==> src/rtl/fifo32_buf_pkg.sv <==
// Shared defaults for the 32-bit FIFO buffer: geometry, read-data reset value
// and the per-cycle operation encoding used by the count logic.
package fifo32_buf_pkg;

    localparam int          WIDTH_DEF      = 32;
    localparam int          DEPTH_LOG2_DEF = 3;
    localparam logic [31:0] OUT_RST        = 32'h0000_0000;

    // Accepted operation for one cycle, {push, pop}.
    typedef enum logic [1:0] {
        OP_IDLE = 2'b00,
        OP_POP  = 2'b01,
        OP_PUSH = 2'b10,
        OP_BOTH = 2'b11
    } fifo_op_e;

endpackage

==> src/rtl/fifo32_buf_ptr.sv <==
// Wrap-around FIFO pointer: W-bit register that advances by one when inc_i is
// high and rolls over naturally at 2**W.
module fifo_ptr #(
    parameter int W = 3
) (
    input  logic         clk_i,
    input  logic         rst_i,
    input  logic         inc_i,
    output logic [W-1:0] ptr_o
);

    logic [W-1:0] ptr_q, ptr_d;

    assign ptr_d = inc_i ? ptr_q + W'(1) : ptr_q;
    assign ptr_o = ptr_q;

    always_ff @(posedge clk_i or posedge rst_i) begin
        if (rst_i) begin
            ptr_q <= '0;
        end else begin
            ptr_q <= ptr_d;
        end
    end

endmodule

==> src/rtl/fifo32_buf.sv <==
// Synchronous FIFO of WIDTH-bit words with a registered read port, explicit
// occupancy counter, and sticky overflow/underflow debug flags.
module fifo32_buf
    import fifo32_buf_pkg::*;
#(
    parameter int WIDTH      = WIDTH_DEF,
    parameter int DEPTH_LOG2 = DEPTH_LOG2_DEF
) (
    input  logic                  clk,
    input  logic                  R,
    input  logic [WIDTH-1:0]      in,
    input  logic                  wr_en,
    input  logic                  rd_en,
    output logic [WIDTH-1:0]      out,
    output logic                  out_valid,
    output logic                  full,
    output logic                  empty,
    output logic [DEPTH_LOG2:0]   count,
    output logic                  ovf,
    output logic                  unf
);

    localparam int DEPTH = 1 << DEPTH_LOG2;
    localparam logic [DEPTH_LOG2:0] DEPTH_CNT = DEPTH[DEPTH_LOG2:0];

    logic [WIDTH-1:0]      mem_q [DEPTH];
    logic [DEPTH_LOG2-1:0] wr_ptr, rd_ptr;

    logic [DEPTH_LOG2:0]   count_q, count_d;
    logic [WIDTH-1:0]      out_q, out_d;
    logic                  out_valid_q, out_valid_d;
    logic                  ovf_q, ovf_d;
    logic                  unf_q, unf_d;

    logic                  push, pop;
    fifo_op_e              op;

    assign empty = (count_q == '0);
    assign full  = (count_q == DEPTH_CNT);

    // A pop frees a slot in the same edge, so a full FIFO can still take a push.
    assign pop  = rd_en & ~empty;
    assign push = wr_en & (~full | pop);
    assign op   = fifo_op_e'({push, pop});

    fifo_ptr #(.W(DEPTH_LOG2)) u_wr_ptr (
        .clk_i (clk),
        .rst_i (R),
        .inc_i (push),
        .ptr_o (wr_ptr)
    );

    fifo_ptr #(.W(DEPTH_LOG2)) u_rd_ptr (
        .clk_i (clk),
        .rst_i (R),
        .inc_i (pop),
        .ptr_o (rd_ptr)
    );

    always_comb begin
        count_d = count_q;
        case (op)
            OP_PUSH: count_d = count_q + 1'b1;
            OP_POP:  count_d = count_q - 1'b1;
            default: count_d = count_q;
        endcase
    end

    always_comb begin
        out_d       = out_q;
        out_valid_d = pop;
        if (pop) begin
            out_d = mem_q[rd_ptr];
        end
        ovf_d = ovf_q | (wr_en & ~push);
        unf_d = unf_q | (rd_en & empty);
    end

    always_ff @(posedge clk or posedge R) begin
        if (R) begin
            count_q     <= '0;
            out_q       <= WIDTH'(OUT_RST);
            out_valid_q <= 1'b0;
            ovf_q       <= 1'b0;
            unf_q       <= 1'b0;
        end else begin
            count_q     <= count_d;
            out_q       <= out_d;
            out_valid_q <= out_valid_d;
            ovf_q       <= ovf_d;
            unf_q       <= unf_d;
        end
    end

    // Storage is never reset; its contents are meaningless until written.
    always_ff @(posedge clk) begin
        if (push && !R) begin
            mem_q[wr_ptr] <= in;
        end
    end

    assign out       = out_q;
    assign out_valid = out_valid_q;
    assign count     = count_q;
    assign ovf       = ovf_q;
    assign unf       = unf_q;

endmodule
==> config.mk <==
export PLATFORM = sky130hd
export DESIGN_NAME = fifo32_buf
export DESIGN_NICKNAME = d
export VERILOG_FILES = /design/src/rtl/fifo32_buf_pkg.sv /design/src/rtl/fifo32_buf_ptr.sv /design/src/rtl/fifo32_buf.sv
export SDC_FILE = /design/constraint.sdc
export NUM_CORES = 1
export LEC_CHECK = 0
export CORE_AREA = 5 5 185 187
export CTS_BUF_LIST = sky130_fd_sc_hd__clkbuf_4
export DETAILED_ROUTE_END_ITERATION = 10
export DIE_AREA = 0 0 190 192
export SYNTH_ARGS = -nofsm -noshare
export SYNTH_HDL_FRONTEND = slang
export SYNTH_SLANG_ARGS = --single-unit
==> constraint.sdc <==
create_clock -name clk -period 13.4 [get_ports clk]
set_input_delay 2.68 -clock clk [delete_from_list [all_inputs] [get_ports clk]]
set_output_delay 2.68 -clock clk [all_outputs]
set_load 0.02 [all_outputs]
==> flow_metrics.tcl <==
set metrics [dict create \
    fin_crit_sh 0.376 \
    crit_type "register to primary output" \
    cp.arrival_ns 2.35 \
    dp_hpwl_mm 13.5 \
    cp_max_fo 6 \
    cts_num_sinks 301 \
    max_freq_mhz 199 \
    grt_overflow_total 0 \
    pre_cts_ws_ns 7.79 \
    area_delta_synth_final_pct 19.2 \
    synth.avg_cell_area_um2 17.8 \
    setup_tns_ns 0 \
    antenna_left 0 \
    min_path_type "register to register" \
    wl_per_cell_um 18.1 \
    fin_crit_ns 5.03 \
    pwr_density_cell_nw_per_um2 208 \
    crit_required_ns 10.72 \
    timing.final.hold_violations 0 \
    drc 0 \
    rsz0062_at_grt "no" \
    antenna_found_initial 1 \
    gp_congestion 0.681 \
    r2r_setup_slack_ns 10.08 \
    syn_nets 702 \
    postLayoutCoreUtil 0.433 \
    vias 6249 \
    setup_viol 0 \
    cts_resized 0 \
    async_flop_share 0.150 \
    grt_pass1_vias 6626 \
    clock_skew_ns 0.0484 \
    wl_mm 23.6 \
    synth_ff_type "edfxtp_1" \
    post-route-cell-area_um2 14000 \
    ir_worst_vdd_mv 0.106 \
    dieArea_um2 36500 \
    yosysSeqAreaShare 0.752 \
    ys_warn_count 0 \
    grt_pass1_wl_mm 37.4 \
    placed_area_um2 12900 \
    cts_tree "done" \
    maxSlewHeadroom 0.229 \
    dieWidth_um 190 \
    cp-endpoint "full" \
    r2r-end "count[3]$_DFFE_PP0P_" \
    drtPass1Iterations 5 \
    grt.total_usage 0.131 \
    numPortBuffers 76 \
    fp.dieH_um 192 \
    critPathLaunch "count[0]$_DFFE_PP0P_" \
    leakage_nw 4.93 \
    final-max-slew-violation-count 0 \
    insertion_delay_ns 0.68 \
    synth-edff-count 256 \
    initial_core_util 0.363 \
    drt-initial-drc-count 406 \
    fillers 2878 \
    post_cts_buffers 0 \
    core_area_um2 32300 \
    ys_types 43 \
    cp-end-kind "primary output" \
    r2r_cells 9 \
    h-tree-depth 3 \
    syn_area_um2 11700 \
    via_per_inst 4.81 \
    reg2reg_from "count[0]$_DFFE_PP0P_" \
    worstMarginPinSlew_ns 1.15 \
    cts.clk_slew.worst_paths_ns 0.07 \
    startpoint_type "register" \
    nets 836 \
    rows 66 \
    grt_start_max_net_pins 68 \
    status "finished, final reports clean" \
    cts_hold_buffers 0 \
    cts_inserted_buffers 80 \
    clock_path_buffers 3 \
    boundaryPins 77 \
    drv_cap 0 \
    ys_ff_latch 301 \
    setup_ws_ns 8.37 \
    layout-drive-gt1-share 0.279 \
    synthCells 660 \
    clockRootBuffer "clkbuf_4" \
]
## synth_stat cells (2+ instances only)
cell type / number / share of area
nor2_1: 11 / 0.0035
buf_4: 5 / 0.0032
nand3_1: 3 / 0.0013
buf_12: 4 / 0.0068
nor4_1: 2 / 0.0011
ha_1: 5 / 0.0053
nand2_2: 2 / 0.0011
buf_2: 7 / 0.0030
o221ai_1: 25 / 0.019
o21ai_2: 10 / 0.0075
inv_1: 5 / 0.0016
inv_2: 2 / 0.00064
edfxtp_1: 256 / 0.66
o21ai_1: 22 / 0.0094
mux2_2: 63 / 0.061
xnor2_1: 4 / 0.0030
clkbuf_1: 10 / 0.0032
a21o_1: 3 / 0.0019
buf_6: 6 / 0.0058
a22oi_1: 25 / 0.016
clkbuf_2: 2 / 0.00085
nand2_1: 47 / 0.015
dfrtp_1: 45 / 0.096
o22ai_1: 7 / 0.0037
a221o_1: 7 / 0.0060
mux2i_1: 65 / 0.055
## critical path, stage by stage, from the launching register on
cell and delay, ns:
dfrtp_1 0.46, or4b_4 0.59, inv_1 0.07, clkdlybuf4s50_1 0.59
## cell usage in the layout (no fill, tap or decap), types with 5 or more instances in the layout
cell type	synthesis	final
buf_4	5	11
nand2_1	47	47
clkbuf_4	0	130
o22ai_1	7	7
ha_1	5	5
nor2_4	0	6
clkdlybuf4s50_1	0	76
o21ai_1	22	22
clkinv_1	0	10
o221ai_1	25	25
dfrtp_1	45	44
mux2_2	63	63
edfxtp_1	256	256
a22oi_1	25	25
mux2i_1	65	65
o21ai_2	10	10
a221o_1	7	7
## where the power goes
part / switching [W] / total [W] / internal (W)
combinational: 0.000474 / 0.000858 / 0.000384
clock: 0.000354 / 0.000810 / 0.000456
sequential: 0.0000944 / 0.00124 / 0.00114
total: 0.000923 / 0.00290 / 0.00198
## per-stage QoR
step,std cells,hold WS (ns),total power [W]
6_report,1299,0.461,0.00290
5_1_grt,1299,0.480,0.00308
4_1_cts,1298,0.465,0.00295
3_5_place_dp,1154,0.459,0.00212
3_3_place_gp,1154,0.465,0.00211
2_1_floorplan,660,0.483,0.00183
## kinds of logic after synthesis
| logic type | Yosys count | synth area share |
|---|---|---|
| XOR/XNOR | 5 | 0.00374 |
| AND/OR/NAND/NOR | 74 | 0.0290 |
| AO/OA/AOI/OAI | 103 | 0.0661 |
| multiplexers | 129 | 0.117 |
| flip-flops | 301 | 0.752 |
| buffers and inverters | 42 | 0.0254 |
| adder cells (fa/ha/maj) | 6 | 0.00704 |
## registers in the layout, summed over array words and instances (netlist names)
register	cells
count	4
mem_q	256
out	32
out_valid	1
ovf	1
u_rd_ptr.ptr_o	3
u_wr_ptr.ptr_o	3
unf	1
## area by class of cell
| cell class | instances | area (um^2) | share of cell area |
|---|---|---|---|
| antenna | 1 | 2.50 | 0.000179 |
| clock buffer | 130 | 976 | 0.0698 |
| clock inverter | 14 | 81.3 | 0.00582 |
| inverter | 7 | 26.3 | 0.00188 |
| multi-input combinational | 317 | 2680 | 0.191 |
| sequential | 301 | 8820 | 0.631 |
| tap | 442 | 553 | 0.0396 |
| timing repair buffer | 87 | 843 | 0.0603 |
## metal layers
metal	track usage	up-vias	part of all wire
li1	-	2927	-
met1	0.175	3127	0.46
met2	0.212	156	0.49
met3	0.0327	39	0.040
met4	0.0456	0	0.018
met5	0	-	0
## how the worst min path moves through the flow
stage / startpoint / endpoint / slack, ns / cells after the start
after floorplan: u_wr_ptr.ptr_o[0]$_DFFE_PP0P_ / u_wr_ptr.ptr_o[0]$_DFFE_PP0P_ / 0.48 / 2
after global placement: out[14]$_DFFE_PP0P_ / out[14]$_DFFE_PP0P_ / 0.47 / 2
after detailed placement: unf$_DFF_PP0_ / unf$_DFF_PP0_ / 0.46 / 1
after CTS: unf$_DFF_PP0_ / unf$_DFF_PP0_ / 0.46 / 1
after global routing: unf$_DFF_PP0_ / unf$_DFF_PP0_ / 0.48 / 1
final: unf$_DFF_PP0_ / unf$_DFF_PP0_ / 0.46 / 1
Power figures use the tool's default switching activity.
